`config.mk`:
```
export PLATFORM = sky130hd
export DESIGN_NAME = seg_scan_4digit
export DESIGN_NICKNAME = d
export VERILOG_FILES = /design/src/rtl/seg_scan_4digit.sv
export SDC_FILE = /design/constraint.sdc
export NUM_CORES = 1
export LEC_CHECK = 0
export BUFFER_PORTS_ARGS = -buffer_cell sky130_fd_sc_hd__buf_4
export CAP_MARGIN = 10
export CELL_PAD_IN_SITES_DETAIL_PLACEMENT = 0
export CELL_PAD_IN_SITES_GLOBAL_PLACEMENT = 1
export CORE_AREA = 5 5 75 77
export CTS_CLUSTER_SIZE = 8
export DETAILED_ROUTE_END_ITERATION = 7
export DIE_AREA = 0 0 80 82
export GPL_TIMING_DRIVEN = 0
export PLACE_DENSITY = 0.92
export SYNTH_ARGS = -nofsm -noshare
export SYNTH_HDL_FRONTEND = slang
export SYNTH_SLANG_ARGS = --single-unit
```
`constraint.sdc`:
```
create_clock -name clk -period 3.1 [get_ports clk]
set_clock_uncertainty 0.1 [all_clocks]
set_input_delay 0.62 -clock clk [delete_from_list [all_inputs] [get_ports clk]]
set_output_delay 0.62 -clock clk [all_outputs]
set_load 0.005 [all_outputs]
```
`src/rtl/seg_scan_4digit.sv`:
```
// Four-digit multiplexed seven-segment driver with latched display value and programmable dwell.
// Optional leading-zero blanking is enabled by defining SEG_BLANK_LZ_EN.
module seg_scan_4digit #(
  parameter int REFRESH_DIV = 100000,
  parameter int CNT_W       = 17
) (
  input  logic        clk,
  input  logic        reset,
  input  logic        load,
  input  logic [15:0] v,
  output logic        ack,
  output logic [3:0]  an,
  output logic [6:0]  seg,
  output logic        z
);

  typedef enum logic [1:0] {
    D0 = 2'd0,
    D1 = 2'd1,
    D2 = 2'd2,
    D3 = 2'd3
  } scan_t;

  localparam logic [CNT_W-1:0] CNT_LAST = CNT_W'(REFRESH_DIV - 1);

  logic [15:0]      disp_r;
  logic [CNT_W-1:0] cnt_r;
  scan_t            idx_r;

  scan_t            idx_nxt_s;
  logic [3:0]       digit_s;
  logic             blank_s;
  logic [6:0]       seg_nxt_s;
  logic [3:0]       an_nxt_s;
  logic             z_nxt_s;

  // Codes 10-15 wrap to 0-5 so out-of-range digits still show something readable.
  function automatic logic [6:0] decode7(input logic [3:0] code);
    logic [6:0] pat;
    case (code)
      4'd0, 4'd10: pat = 7'b0000001;
      4'd1, 4'd11: pat = 7'b1001111;
      4'd2, 4'd12: pat = 7'b0010010;
      4'd3, 4'd13: pat = 7'b0000110;
      4'd4, 4'd14: pat = 7'b1001100;
      4'd5, 4'd15: pat = 7'b0100100;
      4'd6:        pat = 7'b0100000;
      4'd7:        pat = 7'b0001111;
      4'd8:        pat = 7'b0000000;
      4'd9:        pat = 7'b0000100;
      default:     pat = 7'b1111111;
    endcase
    return pat;
  endfunction

  function automatic logic over9(input logic [3:0] d);
    return (d > 4'd9);
  endfunction

  // Next-state and next-output logic for the scan.
  always_comb begin
    idx_nxt_s = D0;
    case (idx_r)
      D0:      idx_nxt_s = D1;
      D1:      idx_nxt_s = D2;
      D2:      idx_nxt_s = D3;
      D3:      idx_nxt_s = D0;
      default: idx_nxt_s = D0;
    endcase

    digit_s = disp_r[{idx_r, 2'b00} +: 4];
    an_nxt_s = ~(4'b0001 << idx_r);

    blank_s = 1'b0;
`ifdef SEG_BLANK_LZ_EN
    // A digit goes dark only when it and every digit to its left are zero.
    case (idx_r)
      D3:      blank_s = (disp_r[15:12] == 4'd0);
      D2:      blank_s = (disp_r[15:8] == 8'd0);
      D1:      blank_s = (disp_r[15:4] == 12'd0);
      default: blank_s = 1'b0;
    endcase
`else
    blank_s = 1'b0;
`endif

    if (blank_s) begin
      seg_nxt_s = 7'b1111111;
    end else begin
      seg_nxt_s = decode7(digit_s);
    end

    z_nxt_s = over9(disp_r[15:12]) | over9(disp_r[11:8]) |
              over9(disp_r[7:4])   | over9(disp_r[3:0]);
  end

  // Display register, refresh counter, scan state and registered outputs.
  always_ff @(posedge clk) begin
    if (reset) begin
      disp_r <= 16'h0000;
      cnt_r  <= '0;
      idx_r  <= D0;
      ack    <= 1'b0;
      an     <= 4'b1110;
      seg    <= 7'b0000001;
      z      <= 1'b0;
    end else begin
      ack <= load;
      if (load) begin
        disp_r <= v;
      end
      if (cnt_r == CNT_LAST) begin
        cnt_r <= '0;
        idx_r <= idx_nxt_s;
      end else begin
        cnt_r <= cnt_r + {{(CNT_W-1){1'b0}}, 1'b1};
      end
      an  <= an_nxt_s;
      seg <= seg_nxt_s;
      z   <= z_nxt_s;
    end
  end

endmodule

```
# Word level (Yosys, flattened, before mapping)
# Memory sizes are Yosys's and may differ from the RTL's. A register that Yosys moved wholly into a read port is not among the register bits.
# Index checks and enable logic that the tools add are counted.
# word_totals
mem_count	1
latch_bits	0
rom_bits	112
reg_bits	41
inputBits	19
word_cells	25
ram_bits	0
output_inout_bits	13
# op_classes
shift	2
n_reduce_logical	2
mux	1
addsub	1
bitwise	4
n_eq_ne	4
n_mul	0
n_div	0
order_cmp	4
# memory_table
memory	words	width	rd	rd_ports_with_merged_regs	write_ports	line_no	text
(name not given)	16	7	1	1	0	40	case (code)
# op_table
operator	count
17-bit by 1-bit adder with 17-bit output, second input constant	1
17-bit equality test, second input constant	1
4-bit greater-than comparator, second input constant	4
16-bit by 5-bit indexed part select with 4-bit output	1
2-bit case mux with 4 select lines	1
2-bit equality test, second input constant	2
4-bit NOT	1
1-bit by 2-bit left shift with 4-bit output, first input constant	1
1-bit bitwise OR	3
2-bit by 1-bit equality test with 1-bit output, second input constant	1
2-bit logical NOT	1
2-bit OR reduction	1

# Longest topological paths before layout
# Gate-level depths: netlist (run 1).
# logic_depth
word_depth	4
ltp_mapped	7
depth_no_buf	6

# Worst setup path before layout (run 1)
# Ideal clock, no wire load.
# synth_timing
path_type	reg-to-reg
startpoint	register idx_r[0]
endpoint	register seg[3]
arrival_time_ns	1.739
path_buffers	1
stages_incl_launch_ff	8
setup_slack_ns	1.191
synth_period_minus_slack_ns	1.909
required_time_ns	2.930
setup_ns	0.070
path_cell_list	dfxtp_1 -> buf_6 -> mux4_1 -> inv_1 -> ha_1 -> mux2i_1 -> a21oi_1 -> a21boi_1
# synth_between
elab_chain_len	1
# synth_rtl
element	line_no	text
start: declaration	28	scan_t idx_r;
start signal: assignment	114	idx_r <= idx_nxt_s;
16-bit by 5-bit indexed part select with 4-bit output	71	digit_s = disp_r[{idx_r, 2'b00} +: 4];
end: declaration	13	output logic [6:0] seg,
# Every way passes these cells.
# A chain may end at the register's enable or synchronous reset.

# Final worst setup path (run 1)
# Same ends and word-level chain as after synthesis.

==> flow_metrics.py, run 1 <==
metrics = {
    "status": {
        "outcome": "finished clean",
    },
    "synth": {
        "syn_nets": 255,
        "ys_ff_latch": 48,
        "syn-cell-area_mm2": 0.00221,
        "netlist_instances": 224,
        "async_reset_ff_frac": 0,
        "yosys.cell_types.count": 37,
        "ys_seq_area_frac": 0.435,
        "syn_area_per_cell_um2": 9.86,
        "synth_flop_cell": "dfxtp_1",
        "yosysTopAreaCellShare": 0.435,
        "synth.area.top_cells": "dfxtp_1 43%, mux2i_1 9.1%, ha_1 6.8%",
        "yosys_warnings": 0,
        "synth_edf_count": 0,
        "synth_top_area_cell": "dfxtp_1",
    },
    "global_routing": {
        "grt_pass1_wl_um": 7120,
        "grt_max_degree": 15,
        "grtUsageTotal": 0.138,
        "antenna_found_initial": 0,
        "grt_pass1_vias": 1575,
        "overflow": 0,
    },
    "min_path": {
        "hold_class": "reg -> reg",
        "min_from": "disp_r[12]$_SDFFE_PP0P_",
        "whs_path_depth": 2,
        "hold-path-endpoint": "disp_r[12]$_SDFFE_PP0P_",
    },
    "routing": {
        "detail-route-antenna-nets": 0,
        "drtIter0Drc": 82,
        "via_per_inst": 5.09,
        "firstDrtPassIters": 4,
        "drc": 0,
        "vias": 1686,
        "wirelength_um": 4190,
        "wl_per_cell_um": 12.6,
    },
    "clocking": {
        "cts_buffers": 5,
        "tritoncts": "built",
        "path_clk_slew_ps": 90,
        "postCtsSetupRepairBufs": 0,
        "clock-root-buffer": "clkbuf_8",
        "cts_sinks": 48,
        "post_cts_resized": 0,
        "hold_buffers": 0,
        "clock_latency_ps": 300,
        "cts_max_path_buffers": 2,
        "htree_levels": 2,
    },
    "final_layout": {
        "drive_gt1_frac": 0.195,
        "fin_util": 0.529,
        "antenna_cells": 0,
        "area_delta_synth_final_pct": 18.3,
        "fin_nets": 292,
        "fillers": 473,
        "design_area_mm2": 0.00261,
    },
    "die": {
        "fp.coreArea_mm2": 0.00494,
        "initial_core_util": 0.447,
        "die_h_um": 82,
        "num_rows": 26,
        "die_w_um": 80,
        "die-area_mm2": 0.00656,
        "io_pins": 32,
    },
    "worst_setup_path": {
        "worst_r2r_path_depth": 7,
        "setup.worst_path.start": "idx_r[0]$_SDFFE_PP0N_",
        "regToRegSetupSlack_ps": 990,
        "cp.arrival_ps": 2240,
        "r2r_start": "idx_r[0]$_SDFFE_PP0N_",
        "cp.required_ps": 3230,
        "crit_fanout": 5,
        "critPathKind": "reg -> reg",
        "start_kind": "flop",
        "cp-end-kind": "flop",
        "r2r-end": "seg[3]$_SDFF_PP0_",
    },
    "sta": {
        "relSlewSlack": 0.685,
        "fmax_mhz": 474,
        "post-route-period-util": 0.681,
        "rsz0062_at_grt": "no",
        "tightest_slew_ps": 473,
        "setup_viol": 0,
        "tns_ps": 0,
        "hold_viol": 0,
        "maxSlewViolCount": 0,
        "period_minus_slack_ps": 2110,
    },
    "power": {
        "leakage_uw": 0.00106,
        "ir_drop_mv": 0.301,
        "p_per_area_mw_per_mm2": 438,
    },
    "place": {
        "gp_congestion": 0.831,
        "place_area_mm2": 0.00252,
        "dpl.hpwl_um": 3110,
        "io_buffers": 30,
    },
    "job": {
        "maxCapViolCount": 0,
    },
}
==> worst max-delay path by stage <==
stage / endpoint / depth (start not counted)
after floorplan: seg[3]$_SDFF_PP0_ / 7
after global placement: seg[3]$_SDFF_PP0_ / 7
after detailed placement: seg[3]$_SDFF_PP0_ / 7
after CTS: seg[3]$_SDFF_PP0_ / 7
after global routing: seg[6]$_SDFF_PP0_ / 7
final: seg[3]$_SDFF_PP0_ / 7
==> area by class of cell <==
class | count | area, um2 | share of cell area
Buffer | 12 | 75.1 | 0.0287
Clock buffer | 6 | 82.6 | 0.0316
Clock inverter | 1 | 8.76 | 0.00335
Inverter | 9 | 33.8 | 0.0129
Multi-Input combinational cell | 155 | 1140 | 0.436
Sequential cell | 48 | 961 | 0.368
Tap cell | 70 | 87.6 | 0.0335
Timing Repair Buffer | 30 | 225 | 0.0862
==> cells in the final DEF, fill, tap and decap left out, drive strengths merged, types with 2 or more instances in the layout <==
cell type / instances
ha: 12
xnor2: 5
and3: 3
a31oi: 2
a21oi: 7
inv: 9
mux2i: 20
buf: 39
nand4: 9
or3: 2
nand2: 5
dfxtp: 48
nor4: 6
nor3: 4
nor2: 33
a21boi: 2
o21ai: 7
nand2b: 4
mux4: 4
xor2: 10
nand3: 9
clkbuf: 9
==> stage by stage <==
step,total power [uW],worst slack (ps),cells,hold slack [ps]
finish,1150,990,331,392
global route,1200,838,331,415
CTS,1160,956,331,400
detailed placement,784,966,324,380
global placement,782,972,324,367
floorplan,737,1190,224,351
==> report_power, final <==
group	switching [uW]	total, uW	internal, uW
Clock	198	376	178
Combinational	53.8	114	60.5
Sequential	15.7	655	639
Total	268	1150	878
==> layer usage <==
layer  global-route usage  up-vias  part of all wire
met4               0.0608        0             0.015
li1                     -      855                 -
met2                0.213       40              0.44
met1                0.188      783              0.50
met5                    0        -                 0
met3               0.0252        8             0.046
==> state kept, by name, indices dropped and copies added, names as in the netlist <==
name    cells
ack         1
an          4
cnt_r      17
disp_r     16
idx_r       2
seg         7
z           1
==> cell usage after synthesis (all sizes together), types with 2 or more instances <==
| master | n |
|---|---|
| a21boi | 2 |
| a31oi | 2 |
| xor2 | 10 |
| nand4 | 9 |
| nand2b | 4 |
| mux2i | 20 |
| nor4 | 6 |
| nand3 | 9 |
| nor3 | 4 |
| dfxtp | 48 |
| buf | 9 |
| or3 | 2 |
| ha | 12 |
| clkbuf | 3 |
| a21oi | 7 |
| o21ai | 7 |
| xnor2 | 5 |
| and3 | 3 |
| mux4 | 4 |
| nand2 | 5 |
| nor2 | 33 |
| inv | 9 |
==> critical path, cell delays in order (launching register included) <==
cell and delay (ps):
dfxtp_1 380, buf_6 150, mux4_1 640, inv_1 160, ha_1 190, mux2i_1 70
a21oi_1 180, a21boi_1 180
==> cell families after synthesis <==
group	Yosys count	synth area share
DFF	48	0.435
adders and majority gates	12	0.0679
buffers and inverters	21	0.0493
xor gates and xnor gates	15	0.0595
muxes	24	0.135
AOI/OAI and AO/OA	22	0.0623
and+or+nand+nor	82	0.191
Power figures use the tool's default switching activity.
==> run 2, diff against run 1 <==
Settings changed: CORE_AREA 5 5 75 77 to 5 5 82 84, DIE_AREA 0 0 80 82 to 0 0 87 89, PLACE_DENSITY 0.92 to 0.82.
Clock period 3.1 ns to 1.7 ns, I/O delays scaled along.
==> flow_metrics.py, run 2 (synthesized netlist as in run 1, its figures left out) <==
metrics = {
    "routing": {
        "wirelength_um": 4710,
        "wl_per_cell_um": 13.5,
        "via_per_inst": 4.94,
        "drtIter0Drc": 77,
        "drc": 0,
        "vias": 1730,
        "firstDrtPassIters": 4,
        "detail-route-antenna-nets": 0,
    },
    "final_layout": {
        "regArea_um2": 975,
        "top_regs": "cnt_r (17), disp_r (16), seg (7)",
        "multiInputGateArea_mm2": 0.00122,
        "fin_util": 0.488,
        "largest-register": "cnt_r",
        "fin_nets": 305,
        "area_delta_synth_final_pct": 29.3,
        "final_common_cell": "dfxtp_1",
        "drive_gt1_frac": 0.302,
        "antenna_cells": 0,
        "largest_reg_flops": 17,
        "stdcell_count": 350,
        "fillers": 572,
        "final_cell_mix": "43 x dfxtp_1, 41 x buf_4, 33 x nor2_1",
    },
    "clocking": {
        "clock-root-buffer": "clkbuf_8",
        "tritoncts": "built",
        "cts_max_path_buffers": 2,
        "clock_latency_ps": 310,
        "cts_buffers": 5,
        "path_clk_slew_ps": 90,
        "hold_buffers": 0,
        "htree_levels": 2,
        "cts_sinks": 48,
    },
    "worst_setup_path": {
        "critPathKind": "reg -> reg",
        "cp.required_ps": 1790,
        "start_kind": "flop",
        "cp-end-kind": "flop",
        "cp.arrival_ps": 1890,
        "crit_fanout": 5,
        "regToRegSetupSlack_ps": -100,
        "r2r_start": "idx_r[0]$_SDFFE_PP0N_",
        "worst_r2r_path_depth": 5,
        "r2r-end": "seg[3]$_SDFF_PP0_",
    },
    "power": {
        "power_switching_uw": 522,
        "comb_power_share": 0.116,
        "pwr-share-clk": 0.358,
        "power.share.switching": 0.230,
        "ir_drop_mv": 0.346,
        "leakage_uw": 0.00114,
        "p_total_uw": 2270,
        "p_seq_frac": 0.526,
        "p_per_area_mw_per_mm2": 794,
        "p_int_uw": 1750,
    },
    "status": {
        "outcome": "finished, violations left",
        "violations": "setup timing",
    },
    "place": {
        "gp_congestion": 0.766,
        "pre_cts_ws_ps": -297,
        "placed_cells": 329,
        "dpl.hpwl_um": 3220,
        "io_buffers": 30,
    },
    "global_routing": {
        "grtUsageTotal": 0.127,
        "overflow": 0,
        "grt_max_degree": 15,
        "grt_pass1_vias": 1618,
        "grt_pass1_wl_um": 7620,
        "antenna_found_initial": 0,
    },
    "sta": {
        "holdWs_ps": 161,
        "period_minus_slack_ps": 1800,
        "fin_ws_ps": -96.6,
        "hold_viol": 0,
        "post-route-period-util": 1.06,
        "rsz0062_at_grt": "yes",
        "setup_viol": 6,
        "relSlewSlack": 0.662,
        "maxSlewViolCount": 0,
        "tightest_slew_ps": 508,
        "fmax_mhz": 557,
    },
    "die": {
        "fp.coreArea_mm2": 0.00585,
        "die_h_um": 89,
        "initial_core_util": 0.378,
        "die_w_um": 87,
        "io_pins": 32,
        "die-area_mm2": 0.00774,
        "num_rows": 28,
    },
    "min_path": {
        "whs_path_depth": 3,
        "hold-path-endpoint": "disp_r[3]$_SDFFE_PP0P_",
        "min_from": "v[3]",
        "hold_class": "in -> reg",
    },
    "job": {
        "maxCapViolCount": 0,
    },
}
run 2: routing by layer:
metal | share of wire | vias to the layer above | global-route usage
met5 | 0 | - | 0
met4 | 0.011 | 0 | 0.0439
met3 | 0.039 | 4 | 0.0332
met2 | 0.48 | 37 | 0.209
met1 | 0.47 | 811 | 0.160
li1 | - | 878 | -
run 2: final cells by class:
class	instances	share of cell area
plain buffers	11	0.0267
multi-input cells	155	0.428
clock inverters	2	0.0123
well taps	75	0.0329
inverters	9	0.0136
clock buffers	6	0.0254
repair buffers	44	0.120
flip-flops and latches	48	0.341
run 2: how the worst max path moves through the flow:
| stage | start | end |
|---|---|---|
| after floorplan | idx_r[0]$_SDFFE_PP0N_ | seg[3]$_SDFF_PP0_ |
| after global placement | cnt_r[0]$_SDFF_PP0_ | cnt_r[9]$_SDFF_PP0_ |
| after detailed placement | cnt_r[0]$_SDFF_PP0_ | cnt_r[14]$_SDFF_PP0_ |
| after CTS | idx_r[0]$_SDFFE_PP0N_ | seg[3]$_SDFF_PP0_ |
| after global routing | idx_r[0]$_SDFFE_PP0N_ | seg[2]$_SDFF_PP0_ |
| final | idx_r[0]$_SDFFE_PP0N_ | seg[3]$_SDFF_PP0_ |
run 2: what timing repair did:
item	CTS	global route
setup endpoints to repair	23	24
pin swaps	3	7
buffers inserted	8	6
resized for setup	21	10
run 2: critical path, cell delays in order, from the launching register on:
cell and delay, ps:
dfxtp_4 390, mux4_2 600, ha_2 240, mux2i_1 130
a21oi_1 80, a21boi_2 150
run 2: power by group through the flow:
stage	registers [uW]	logic, uW	clock network, uW
after global placement	1220	211	0
after CTS	1190	249	835
after global routing	1200	289	878
after floorplan	1210	131	0
final	1190	263	813
after detailed placement	1220	215	0
run 2: per-stage QoR:
stage | TNS [ps] | cell area [um2]
after floorplan | -207 | 2210
after global placement | -3990 | 2520
after detailed placement | -3990 | 2520
after CTS | -726 | 2790
after global routing | -951 | 2860
final | -407 | 2860
==> run 3, diff against run 2 <==
Settings changed: CORE_AREA 5 5 82 84 to 4 4 81 83, DIE_AREA 0 0 87 89 to 0 0 85 87, PLACE_DENSITY 0.82 to unset, PLACE_DENSITY_LB_ADDON set to 0.15.
==> flow_metrics.py, run 3 (synthesized netlist as in run 1, its figures left out) <==
metrics = {
    "status": {
        "outcome": "finished, violations left",
        "violations": "setup timing",
    },
    "worst_setup_path": {
        "crit_path_cell_trace": "buf_6 -> mux4_2 -> inv_2 -> ha_4 -> nor3_1 -> a31oi_1 -> a21oi_2",
        "setup.worst_path.start": "idx_r[0]$_SDFFE_PP0N_",
        "start_kind": "flop",
        "cp_num_buf_inv": 2,
        "cpMaxStageDelayCell": "mux4_2",
        "cp.arrival_ps": 1950,
        "crit_family": "multiplexers",
        "cp.required_ps": 1770,
        "r2r_start": "idx_r[0]$_SDFFE_PP0N_",
        "cp-end-kind": "flop",
        "crit_fanout": 4,
        "crit_path_max_incr_delay_ps": 610,
        "critPathKind": "reg -> reg",
    },
    "power": {
        "p_seq_frac": 0.526,
        "p_int_uw": 1750,
        "ir_drop_mv": 0.368,
        "p_per_area_mw_per_mm2": 779,
        "leakage_uw": 0.00116,
        "comb_power_share": 0.117,
        "power.share.switching": 0.229,
        "pwr-share-clk": 0.357,
        "power_switching_uw": 518,
    },
    "place": {
        "pre_cts_ws_ps": -365,
        "io_buffers": 30,
        "gp_congestion": 0.732,
        "dpl.hpwl_um": 3260,
    },
    "final_layout": {
        "largest_reg_flops": 17,
        "antenna_cells": 0,
        "largest-register": "cnt_r",
        "fin_nets": 308,
        "final_cell_mix": "42 x dfxtp_1, 40 x buf_4, 33 x nor2_1",
        "final_common_cell": "dfxtp_1",
        "area_delta_synth_final_pct": 31.7,
        "drive_gt1_frac": 0.320,
        "top_regs": "cnt_r (17), disp_r (16), seg (7)",
        "fillers": 560,
    },
    "die": {
        "die_h_um": 87,
        "num_rows": 28,
        "die_w_um": 85,
        "fp.coreArea_mm2": 0.00585,
        "io_pins": 32,
        "initial_core_util": 0.378,
        "die-area_mm2": 0.00740,
    },
    "sta": {
        "tightest_slew_ps": 531,
        "fmax_mhz": 532,
        "post-route-period-util": 1.11,
        "setup_viol": 7,
        "fin_ws_ps": -179,
        "relSlewSlack": 0.646,
        "hold_viol": 0,
        "period_minus_slack_ps": 1880,
        "maxSlewViolCount": 0,
        "tns_ps": -974,
        "rsz0062_at_grt": "yes",
    },
    "clocking": {
        "htree_levels": 2,
        "cts_buffers": 5,
        "clock-root-buffer": "clkbuf_8",
        "cts_sinks": 48,
        "tritoncts": "built",
        "cts_max_path_buffers": 2,
        "clock_latency_ps": 300,
        "path_clk_slew_ps": 90,
        "hold_buffers": 0,
    },
    "routing": {
        "wl_per_cell_um": 13.5,
        "firstDrtPassIters": 4,
        "drtIter0Drc": 73,
        "wirelength_um": 4780,
        "vias": 1740,
        "detail-route-antenna-nets": 0,
        "via_per_inst": 4.93,
        "drc": 0,
    },
    "global_routing": {
        "antenna_found_initial": 0,
        "grtUsageTotal": 0.136,
        "grt_max_degree": 15,
        "overflow": 0,
        "grt_pass1_vias": 1662,
        "grt_pass1_wl_um": 8050,
    },
    "job": {
        "maxCapViolCount": 0,
    },
    "min_path": {
        "min_from": "reset",
        "hold_class": "in -> reg",
    },
}
## run 3: path summary, 6_finish.rpt
path	end	slack, ps	cells after the start
setup / recovery	seg[1]$_SDFF_PP0_	-180	7
hold / removal	ack$_SDFF_PP0_	150	2
hold reg to reg	cnt_r[0]$_SDFF_PP0_	340	1
setup reg to reg	seg[1]$_SDFF_PP0_	-180	7
## run 3: what timing repair did
action | CTS | global route
pin swaps | 5 | 11
gates resized for setup | 23 | 15
buffers inserted | 9 | 6
endpoints found under the setup margin | 24 | 24
gates cloned | 0 | 1
## run 3: layout make-up
cell class,instances,area (um2),share of cell area
Buffer,12,87.6,0.0301
Clock buffer,6,72.6,0.0249
Clock inverter,2,35.0,0.0120
Inverter,9,36.3,0.0125
Multi-Input combinational cell,155,1250,0.428
Sequential cell,48,971,0.334
Tap cell,75,93.8,0.0322
Timing Repair Buffer,46,368,0.126
## run 3: through the flow
step / power (uW) / util / hold slack [ps] / area, um2 / std cells
3_3_place_gp: 1430 / 0.432 / 371 / 2520 / 329
5_1_grt: 2390 / 0.497 / 139 / 2910 / 353
6_report: 2270 / 0.497 / 149 / 2910 / 353
3_5_place_dp: 1430 / 0.432 / 385 / 2520 / 329
4_1_cts: 2280 / 0.478 / 133 / 2800 / 346
2_1_floorplan: 1340 / - / 312 / 2210 / 224
## run 3: routing by layer
metal | track usage | vias up | routed length, um
li1 | - | 883 | -
met1 | 0.186 | 817 | 2310
met2 | 0.212 | 34 | 2170
met3 | 0.0369 | 6 | 232
met4 | 0.0388 | 0 | 59
met5 | 0 | - | 0
## run 3: power groups by stage
stage          clock network, uW  registers [uW]  logic [uW]
2_1_floorplan                  0            1210         131
4_1_cts                      843            1190         245
5_1_grt                      895            1200         293
6_report                     808            1190         265
3_5_place_dp                   0            1220         214
3_3_place_gp                   0            1220         212
